### config.mk
export PLATFORM = sky130hd
export DESIGN_NAME = vga_bus_receiver_flat
export DESIGN_NICKNAME = d
export VERILOG_FILES = /design/src/rtl/vga_bus_receiver_pkg.sv /design/src/rtl/vga_bus_receiver_if.sv /design/src/rtl/vga_bus_receiver_pixel_fifo.sv /design/src/rtl/vga_bus_receiver.sv /design/src/flat_wrapper.sv
export SDC_FILE = /design/constraint.sdc
export NUM_CORES = 1
export LEC_CHECK = 0
export CORE_MARGIN = 4
export CORE_UTILIZATION = 50
export DETAILED_ROUTE_END_ITERATION = 16
export GPL_TIMING_DRIVEN = 0
export PLACE_DENSITY = 0.68
export REMOVE_ABC_BUFFERS = 1
export SYNTH_ARGS = -nofsm -noshare
export SYNTH_HDL_FRONTEND = slang
export SYNTH_SLANG_ARGS = --single-unit
### constraint.sdc
create_clock -name clk -period 28.3 [get_ports clk]
set_input_delay 7.075 -clock clk [delete_from_list [all_inputs] [get_ports clk]]
set_output_delay 7.075 -clock clk [all_outputs]
set_load 0.02 [all_outputs]
### src/rtl/vga_bus_receiver_pkg.sv
// vga_bus_receiver_pkg
// Shared definitions for the VGA draw-bus receiver:
//   - drain FSM state encoding
//   - pixel entry layout {y, x, rgb} stored in the pixel FIFO
//   - default framebuffer row pitch
//   - pixel_addr(): framebuffer address y*pitch + x, truncated to 16 bits
package vga_bus_receiver_pkg;

   localparam int X_W     = 8;
   localparam int Y_W     = 8;
   localparam int RGB_W   = 24;
   localparam int ENTRY_W = Y_W + X_W + RGB_W;
   localparam int ADDR_W  = 16;

   localparam int unsigned DEFAULT_FB_WIDTH = 256;

   typedef enum logic [1:0] {
      S_IDLE  = 2'd0,
      S_WRITE = 2'd1,
      S_FLUSH = 2'd2,
      S_DONE  = 2'd3
   } drain_state_t;

   typedef struct packed {
      logic [Y_W-1:0]   y;
      logic [X_W-1:0]   x;
      logic [RGB_W-1:0] rgb;
   } pixel_entry_t;

   // The product is formed at 32 bits and the upper bits are discarded,
   // so addresses wrap modulo 2^16 for any pitch.
   function automatic logic [ADDR_W-1:0] pixel_addr(input logic [X_W-1:0] x,
                                                    input logic [Y_W-1:0] y,
                                                    input int unsigned    pitch);
      return ADDR_W'(32'(y) * pitch + 32'(x));
   endfunction

endpackage

### src/rtl/vga_bus_receiver_if.sv
// vga_bus_receiver_if
// Shared draw bus carrying one pixel per strobe.
//   vga_x_in_bus        8  pixel x
//   vga_y_in_bus        8  pixel y
//   vga_RGB_in_bus     24  pixel colour {R,G,B}
//   vga_draw_enable_bus 1  pixel-valid strobe (may float to z when undriven)
// master: the drawing agent; slave: the receiver.
interface vga_bus_receiver_if;
   logic [7:0]  vga_x_in_bus;
   logic [7:0]  vga_y_in_bus;
   logic [23:0] vga_RGB_in_bus;
   logic        vga_draw_enable_bus;

   modport master (
      output vga_x_in_bus,
      output vga_y_in_bus,
      output vga_RGB_in_bus,
      output vga_draw_enable_bus
   );

   modport slave (
      input vga_x_in_bus,
      input vga_y_in_bus,
      input vga_RGB_in_bus,
      input vga_draw_enable_bus
   );
endinterface

### src/rtl/vga_bus_receiver_pixel_fifo.sv
// pixel_fifo
// Synchronous FIFO of pixel entries with a look-ahead read port.
// Ports:
//   clk, reset            clock, async active-high reset
//   push, push_data       write request and entry
//   pop                   read request (consumes head_data)
//   head_data             current head entry
//   next_data             entry that becomes head after a pop this cycle
//   full, empty, last     occupancy flags (last = exactly one entry)
// Parameter DEPTH must be a power of two >= 2; pointers wrap naturally.
module pixel_fifo
   import vga_bus_receiver_pkg::*;
#(
   parameter int DEPTH = 8
) (
   input  logic               clk,
   input  logic               reset,
   input  logic               push,
   input  logic [ENTRY_W-1:0] push_data,
   input  logic               pop,
   output logic [ENTRY_W-1:0] head_data,
   output logic [ENTRY_W-1:0] next_data,
   output logic               full,
   output logic               empty,
   output logic               last
);

   localparam int          AW       = $clog2(DEPTH);
   localparam logic [AW:0] FULL_CNT = (AW+1)'(DEPTH);
   localparam logic [AW:0] ONE_CNT  = (AW+1)'(1);

   logic [ENTRY_W-1:0] mem_q [DEPTH];
   logic [AW-1:0]      rd_ptr_q, rd_ptr_d;
   logic [AW-1:0]      wr_ptr_q, wr_ptr_d;
   logic [AW:0]        count_q, count_d;
   logic [AW-1:0]      rd_next;
   logic               do_push, do_pop;

   always_comb begin
      full    = (count_q == FULL_CNT);
      empty   = (count_q == '0);
      last    = (count_q == ONE_CNT);
      do_pop  = pop && !empty;
      // A pop frees the slot being written, so a push on a full FIFO
      // still succeeds when it coincides with a pop.
      do_push = push && (!full || do_pop);
      rd_next = rd_ptr_q + 1'b1;

      rd_ptr_d = do_pop  ? rd_next : rd_ptr_q;
      wr_ptr_d = do_push ? wr_ptr_q + 1'b1 : wr_ptr_q;

      count_d = count_q;
      if (do_push && !do_pop) begin
         count_d = count_q + 1'b1;
      end else if (!do_push && do_pop) begin
         count_d = count_q - 1'b1;
      end

      head_data = mem_q[rd_ptr_q];
      // With a single entry left, the next head can only be the entry
      // being pushed right now (not yet visible in the array).
      next_data = (count_q > ONE_CNT) ? mem_q[rd_next] : push_data;
   end

   always_ff @(posedge clk or posedge reset) begin
      if (reset) begin
         rd_ptr_q <= '0;
         wr_ptr_q <= '0;
         count_q  <= '0;
         for (int i = 0; i < DEPTH; i++) begin
            mem_q[i] <= '0;
         end
      end else begin
         rd_ptr_q <= rd_ptr_d;
         wr_ptr_q <= wr_ptr_d;
         count_q  <= count_d;
         if (do_push) begin
            mem_q[wr_ptr_q] <= push_data;
         end
      end
   end

endmodule

### src/rtl/vga_bus_receiver.sv
// vga_bus_receiver
// Captures pixels from a shared draw bus into a FIFO and drains them to a
// framebuffer write port with ready backpressure, plus a flush handshake.
// Ports:
//   clk, reset                 clock, async active-high reset
//   draw_bus (slave)           x/y/RGB/strobe from the shared draw bus
//   fb_addr, fb_data, fb_we    framebuffer write request (held until fb_ready)
//   fb_ready                   framebuffer accepts the write this cycle
//   flush / flush_done         drain request / one-cycle completion pulse
//   busy                       FIFO non-empty or write pending
//   overflow                   sticky: a pixel was dropped on a full FIFO
// Build option: define VGA_RX_COLOR_DOWNCONVERT_EN to reduce each colour
// channel to its MSB replicated over 8 bits (3-bit colour adapter).
module vga_bus_receiver
   import vga_bus_receiver_pkg::*;
#(
   parameter int          FIFO_DEPTH = 8,
   parameter int unsigned FB_WIDTH   = DEFAULT_FB_WIDTH
) (
   input  logic                clk,
   input  logic                reset,
   vga_bus_receiver_if.slave   draw_bus,
   output logic [ADDR_W-1:0]   fb_addr,
   output logic [RGB_W-1:0]    fb_data,
   output logic                fb_we,
   input  logic                fb_ready,
   input  logic                flush,
   output logic                flush_done,
   output logic                busy,
   output logic                overflow
);

   function automatic logic [RGB_W-1:0] to_fb_data(input logic [RGB_W-1:0] rgb);
`ifdef VGA_RX_COLOR_DOWNCONVERT_EN
      return {{8{rgb[23]}}, {8{rgb[15]}}, {8{rgb[7]}}};
`else
      return rgb;
`endif
   endfunction

   drain_state_t       state_q, state_d;
   logic               fb_we_q, fb_we_d;
   logic [ADDR_W-1:0]  fb_addr_q, fb_addr_d;
   logic [RGB_W-1:0]   fb_data_q, fb_data_d;
   logic               flush_done_q, flush_done_d;
   logic               flush_lat_q, flush_lat_d;
   logic               overflow_q, overflow_d;

   logic               strobe_ok, pop, drained, flush_req;
   logic               fifo_full, fifo_empty, fifo_last;
   logic [ENTRY_W-1:0] push_data, head_data, next_data;
   pixel_entry_t       head_entry, next_entry;

   // Only a solid 1 counts as a strobe; a floating or unknown bus is ignored.
   assign strobe_ok  = (draw_bus.vga_draw_enable_bus === 1'b1);
   assign push_data  = {draw_bus.vga_y_in_bus, draw_bus.vga_x_in_bus, draw_bus.vga_RGB_in_bus};
   assign head_entry = head_data;
   assign next_entry = next_data;
   assign pop        = (state_q == S_WRITE) && fb_we_q && fb_ready;
   // The last entry leaves and nothing arrives to replace it.
   assign drained    = fifo_last && !strobe_ok;
   assign flush_req  = flush || flush_lat_q;

   pixel_fifo #(
      .DEPTH (FIFO_DEPTH)
   ) u_fifo (
      .clk       (clk),
      .reset     (reset),
      .push      (strobe_ok),
      .push_data (push_data),
      .pop       (pop),
      .head_data (head_data),
      .next_data (next_data),
      .full      (fifo_full),
      .empty     (fifo_empty),
      .last      (fifo_last)
   );

   // Drain FSM: the output registers always mirror the FIFO head while
   // in S_WRITE, so a pop reloads them with the following entry to keep
   // back-to-back writes without a bubble.
   always_comb begin
      state_d      = state_q;
      fb_we_d      = fb_we_q;
      fb_addr_d    = fb_addr_q;
      fb_data_d    = fb_data_q;
      flush_done_d = 1'b0;
      flush_lat_d  = flush_lat_q | flush;
      overflow_d   = overflow_q | (strobe_ok && fifo_full && !pop);

      case (state_q)
         S_IDLE: begin
            if (!fifo_empty) begin
               state_d   = S_WRITE;
               fb_we_d   = 1'b1;
               fb_addr_d = pixel_addr(head_entry.x, head_entry.y, FB_WIDTH);
               fb_data_d = to_fb_data(head_entry.rgb);
            end else if (flush_req) begin
               state_d = S_DONE;
            end
         end
         S_WRITE: begin
            if (pop) begin
               if (drained) begin
                  fb_we_d = 1'b0;
                  state_d = flush_req ? S_FLUSH : S_IDLE;
               end else begin
                  fb_addr_d = pixel_addr(next_entry.x, next_entry.y, FB_WIDTH);
                  fb_data_d = to_fb_data(next_entry.rgb);
               end
            end
         end
         S_FLUSH: begin
            state_d = S_DONE;
         end
         S_DONE: begin
            flush_done_d = 1'b1;
            flush_lat_d  = flush;
            state_d      = S_IDLE;
         end
         default: begin
            state_d = S_IDLE;
         end
      endcase
   end

   always_ff @(posedge clk or posedge reset) begin
      if (reset) begin
         state_q      <= S_IDLE;
         fb_we_q      <= 1'b0;
         fb_addr_q    <= '0;
         fb_data_q    <= '0;
         flush_done_q <= 1'b0;
         flush_lat_q  <= 1'b0;
         overflow_q   <= 1'b0;
      end else begin
         state_q      <= state_d;
         fb_we_q      <= fb_we_d;
         fb_addr_q    <= fb_addr_d;
         fb_data_q    <= fb_data_d;
         flush_done_q <= flush_done_d;
         flush_lat_q  <= flush_lat_d;
         overflow_q   <= overflow_d;
      end
   end

   assign fb_we      = fb_we_q;
   assign fb_addr    = fb_addr_q;
   assign fb_data    = fb_data_q;
   assign flush_done = flush_done_q;
   assign overflow   = overflow_q;
   assign busy       = !fifo_empty || fb_we_q;

endmodule

### src/flat_wrapper.sv
// flat-port wrapper written by rule: the top's interface ports become plain ports
module vga_bus_receiver_flat import vga_bus_receiver_pkg::*;
#(
   parameter int          FIFO_DEPTH = 8,
   parameter int unsigned FB_WIDTH   = DEFAULT_FB_WIDTH
)
  (clk, reset, fb_addr, fb_data, fb_we, fb_ready, flush, flush_done, busy, overflow, draw_bus_vga_x_in_bus, draw_bus_vga_y_in_bus, draw_bus_vga_RGB_in_bus, draw_bus_vga_draw_enable_bus);
  vga_bus_receiver_if draw_bus_i ();
  input  logic clk;
  input  logic reset;
  output logic [ADDR_W-1:0] fb_addr;
  output logic [RGB_W-1:0] fb_data;
  output logic fb_we;
  input  logic fb_ready;
  input  logic flush;
  output logic flush_done;
  output logic busy;
  output logic overflow;
  input wire logic [$bits(draw_bus_i.vga_x_in_bus)-1:0] draw_bus_vga_x_in_bus;
  input wire logic [$bits(draw_bus_i.vga_y_in_bus)-1:0] draw_bus_vga_y_in_bus;
  input wire logic [$bits(draw_bus_i.vga_RGB_in_bus)-1:0] draw_bus_vga_RGB_in_bus;
  input wire logic [$bits(draw_bus_i.vga_draw_enable_bus)-1:0] draw_bus_vga_draw_enable_bus;
  assign draw_bus_i.vga_x_in_bus = draw_bus_vga_x_in_bus;
  assign draw_bus_i.vga_y_in_bus = draw_bus_vga_y_in_bus;
  assign draw_bus_i.vga_RGB_in_bus = draw_bus_vga_RGB_in_bus;
  assign draw_bus_i.vga_draw_enable_bus = draw_bus_vga_draw_enable_bus;
  vga_bus_receiver #(.FIFO_DEPTH(FIFO_DEPTH), .FB_WIDTH(FB_WIDTH)) u_core (.clk(clk), .reset(reset), .draw_bus(draw_bus_i), .fb_addr(fb_addr), .fb_data(fb_data), .fb_we(fb_we), .fb_ready(fb_ready), .flush(flush), .flush_done(flush_done), .busy(busy), .overflow(overflow));
endmodule
==> results.md <==
- Status: finished clean
- Final Util: 60.1%
- Overflow after GRT: 0
- Residual DRC count: 0
- CTS sink cnt: 376
- Gpl congestion: 0.747
- Hold_sp: u_core.overflow$_DFF_PP0_
- Antenna violations before repair: 4
- Hold WC Path Type: flip-flop to flip-flop
- Worst Path Required: 21220 ps
- R2r setup slk: 25110 ps
- Vias in the first global route: 13538
- Multi-input logic area: 9340 um^2
- Slew Viols, Final: 0
- DP HPWL: 30700 um
- Inserted Clock Buffers: 42
- Crit. Startpoint: u_core.u_fifo.count_q[0]$_DFFE_PP0P_
- R2r worst-path depth: 7
- Global-route usage over all layers: 24.0%
- R2r startpoint: u_core.u_fifo.rd_ptr_q[0]$_DFFE_PP0P_
- Count of buffers from port buffering: 88
- Crit-path slowest cell: clkdlybuf4s50_1
- Worst EP arrival: 2410 ps
- Worst-skew pair later-pin latency: 540 ps
- CP top delay family: buffers and inverters
- Post-route ant nets: 0
- Die outline height: 204 um
- Nets@finish: 1483
- Setup bufs post-CTS: 0
- First-pass GRT wire length: 78200 um
- Number of synthesized register bits: 376
- Cell Area, Synth: 19300 um^2
- CTS hold repair buffers: 0
- Tcrit/Tclk final: 33.5%
- Avg Inst Size Synth: 14.1 um^2
- Sink of the worst hold path: u_core.overflow$_DFF_PP0_
- Via density per instance: 6.38
- Leak: 9.64 nW
- Layout overhead on the synthesized area: 17.9%
- Num ports: 89
- Register area share after synthesis: 48.8%
- Row count: 71
- Starting Density: 51.0%
- Power Density: 146 nW/um^2
- Final hold vios: 0
- Crit Path Category: flip-flop to output port
- Final min period: 9490 ps
- DIE WIDTH: 204 um
- Hold path cells: 1
- CP Max Fanout: 7
- Fillers: 2983
- Max incr delay on CP: 550 ps
- Pre-Repair DR Iteration Count: 5
- Yosys cell types: 45
- Synth warn: 0
- WP buf/inv: 2
- RSZ-0062 raised after global routing: false
- Post-Route WL: 50200 um
- Share of cells above drive strength 1: 35.9%
- Measured slew at the worst slew-check pin: 1390 ps
- TritonCTS clock tree: built
- F_max: 0.105 GHz
- Synth Instances: 1373
- Sum Neg Setup Slack: 0 ps
- Max IR drop VDD: 85.0 uV
- Seq. cell area: 9410 um^2
- Largest net degree at the start of global routing: 134
- Htree depth: 2
- Critical path cell sequence: inv_1 -> ha_1 -> nor3b_2 -> nand2b_1 -> clkdlybuf4s50_1
- Final hold slack: 483 ps
- Rel. slew slack: 7.07%
- Die ar.: 41800 um^2
- Avg WL per Cell: 25.4 um
- Worst-path clk slew: 50 ps
- Endpoint class of the critical path: output port
- Total vias in the final route: 12621
- Reg2reg end: u_core.fb_data[20]$_DFFE_PP0P_
- Root Buffer: clkbuf_16
- Setup violations, final: 0
- Max_cap viols: 0
- DRT iter0 DRCs: 795
- CP Launch Type: flip-flop
- Clk buf depth: 3
- Clock Skew: 17.8 ps
- Core area: 37800 um^2
- Post-CTS resize count: 0
[registers in the layout (all words and copies together) (netlist names)]
signal,flops
u_core.fb_addr,16
u_core.u_fifo.count_q,4
u_core.fb_we,1
u_core.flush_lat_q,1
u_core.overflow,1
u_core.u_fifo.wr_ptr_q,3
u_core.fb_data,24
u_core.state_q,2
u_core.flush_done,1
u_core.u_fifo.mem_q,320
u_core.u_fifo.rd_ptr_q,3
[worst max-delay path by stage]
stage | slack (ps) | to | depth (start not counted)
after floorplan | 10780 | u_core.fb_addr[0]$_DFFE_PP0P_ | 1
after global placement | 6200 | u_core.u_fifo.mem_q[117]$_DFFE_PP0P_ | 2
after detailed placement | 18430 | u_core.u_fifo.mem_q[151]$_DFFE_PP0P_ | 7
after CTS | 18800 | busy | 5
after global routing | 18660 | busy | 5
final | 18810 | busy | 5
[cells in the mapped netlist, drive strengths merged]
cell type	n	area, um^2
or4	2	18.8
o21ai	4	20.0
or2b	1	7.51
nand4b	1	8.76
nand4	1	6.26
xnor2	3	26.3
a21o	2	15.0
and2	1	6.26
and4b	1	13.8
o31ai	1	7.51
a22oi	40	300
o22ai	81	507
o31a	1	8.76
mux2	320	3750
nor3b	3	27.5
nor4b	1	8.76
o32ai	42	368
nand2	11	41.3
nand3	1	5.00
ha	6	75.1
or2	3	18.8
inv	8	30.0
mux4	80	1800
nand3b	2	15.0
nor2	6	22.5
nor3	2	15.0
a21oi	84	420
nand2b	4	25.0
xor2	6	60.1
or3	3	18.8
clkbuf	56	210
dfrtp	376	9410
mux2i	161	1610
buf	58	408
nor2b	1	6.26
[power breakdown]
group,switching (mW),leakage [nW],internal (mW)
sequential,0.231,4.50,0.818
combinational,0.779,4.39,0.916
clock,0.217,0.746,0.369
total,1.23,9.64,2.10
[layer usage]
metal  GRT usage [%]  wire [um]  vias to the layer above
met5               0         18                        -
met4            8.28       1360                        2
met3            4.46       2720                      114
met2            40.9      25300                      425
met1            31.2      20800                     6613
li1                -          -                     5467
[final cells by class]
class / count / area share [%]
multi-input combinational: 875 / 41.0
tap: 511 / 2.81
sequential: 376 / 41.4
clock buffer: 68 / 5.90
inverter: 8 / 0.165
clock inverter: 9 / 0.748
timing repair buffer: 129 / 7.94
antenna: 2 / 0.0220
[layout by cell type, fill, tap and decap left out, types with 4 or more instances in the layout]
master	count
o21ai_0	4
clkbuf_1	10
nand2_1	10
ha_1	6
bufinv_16	5
clkinv_2	4
buf_16	21
mux2_2	273
mux4_2	80
mux2_4	40
a21oi_1	82
mux2_1	7
xor2_1	5
dfrtp_1	375
buf_12	11
clkbuf_8	13
o22ai_1	81
buf_8	7
nor2_1	4
o32ai_1	41
clkdlybuf4s50_1	88
inv_1	7
clkbuf_16	45
a22oi_1	40
mux2i_1	161
[cells by family after synthesis]
group	share of synthesized area [%]
AOI/OAI and AO/OA	8.53
buffers and inverters	3.36
xor gates and xnor gates	0.447
and+or+nand+nor	1.37
muxes	37.1
DFF	48.8
adders and majority gates	0.389
[stage by stage]
step           total power [mW]  instances  cell area [um^2]  worst slack, ps
6_report                   3.33       1978             22700            18810
4_1_cts                    3.34       1976             22700            18800
2_1_floorplan              2.28       1259             18700            10780
5_1_grt                    3.51       1978             22700            18660
3_5_place_dp               2.74       1899             21200            18430
3_3_place_gp               2.77       1858             20200             6200
No activity file was read; power rests on OpenSTA's default activity.
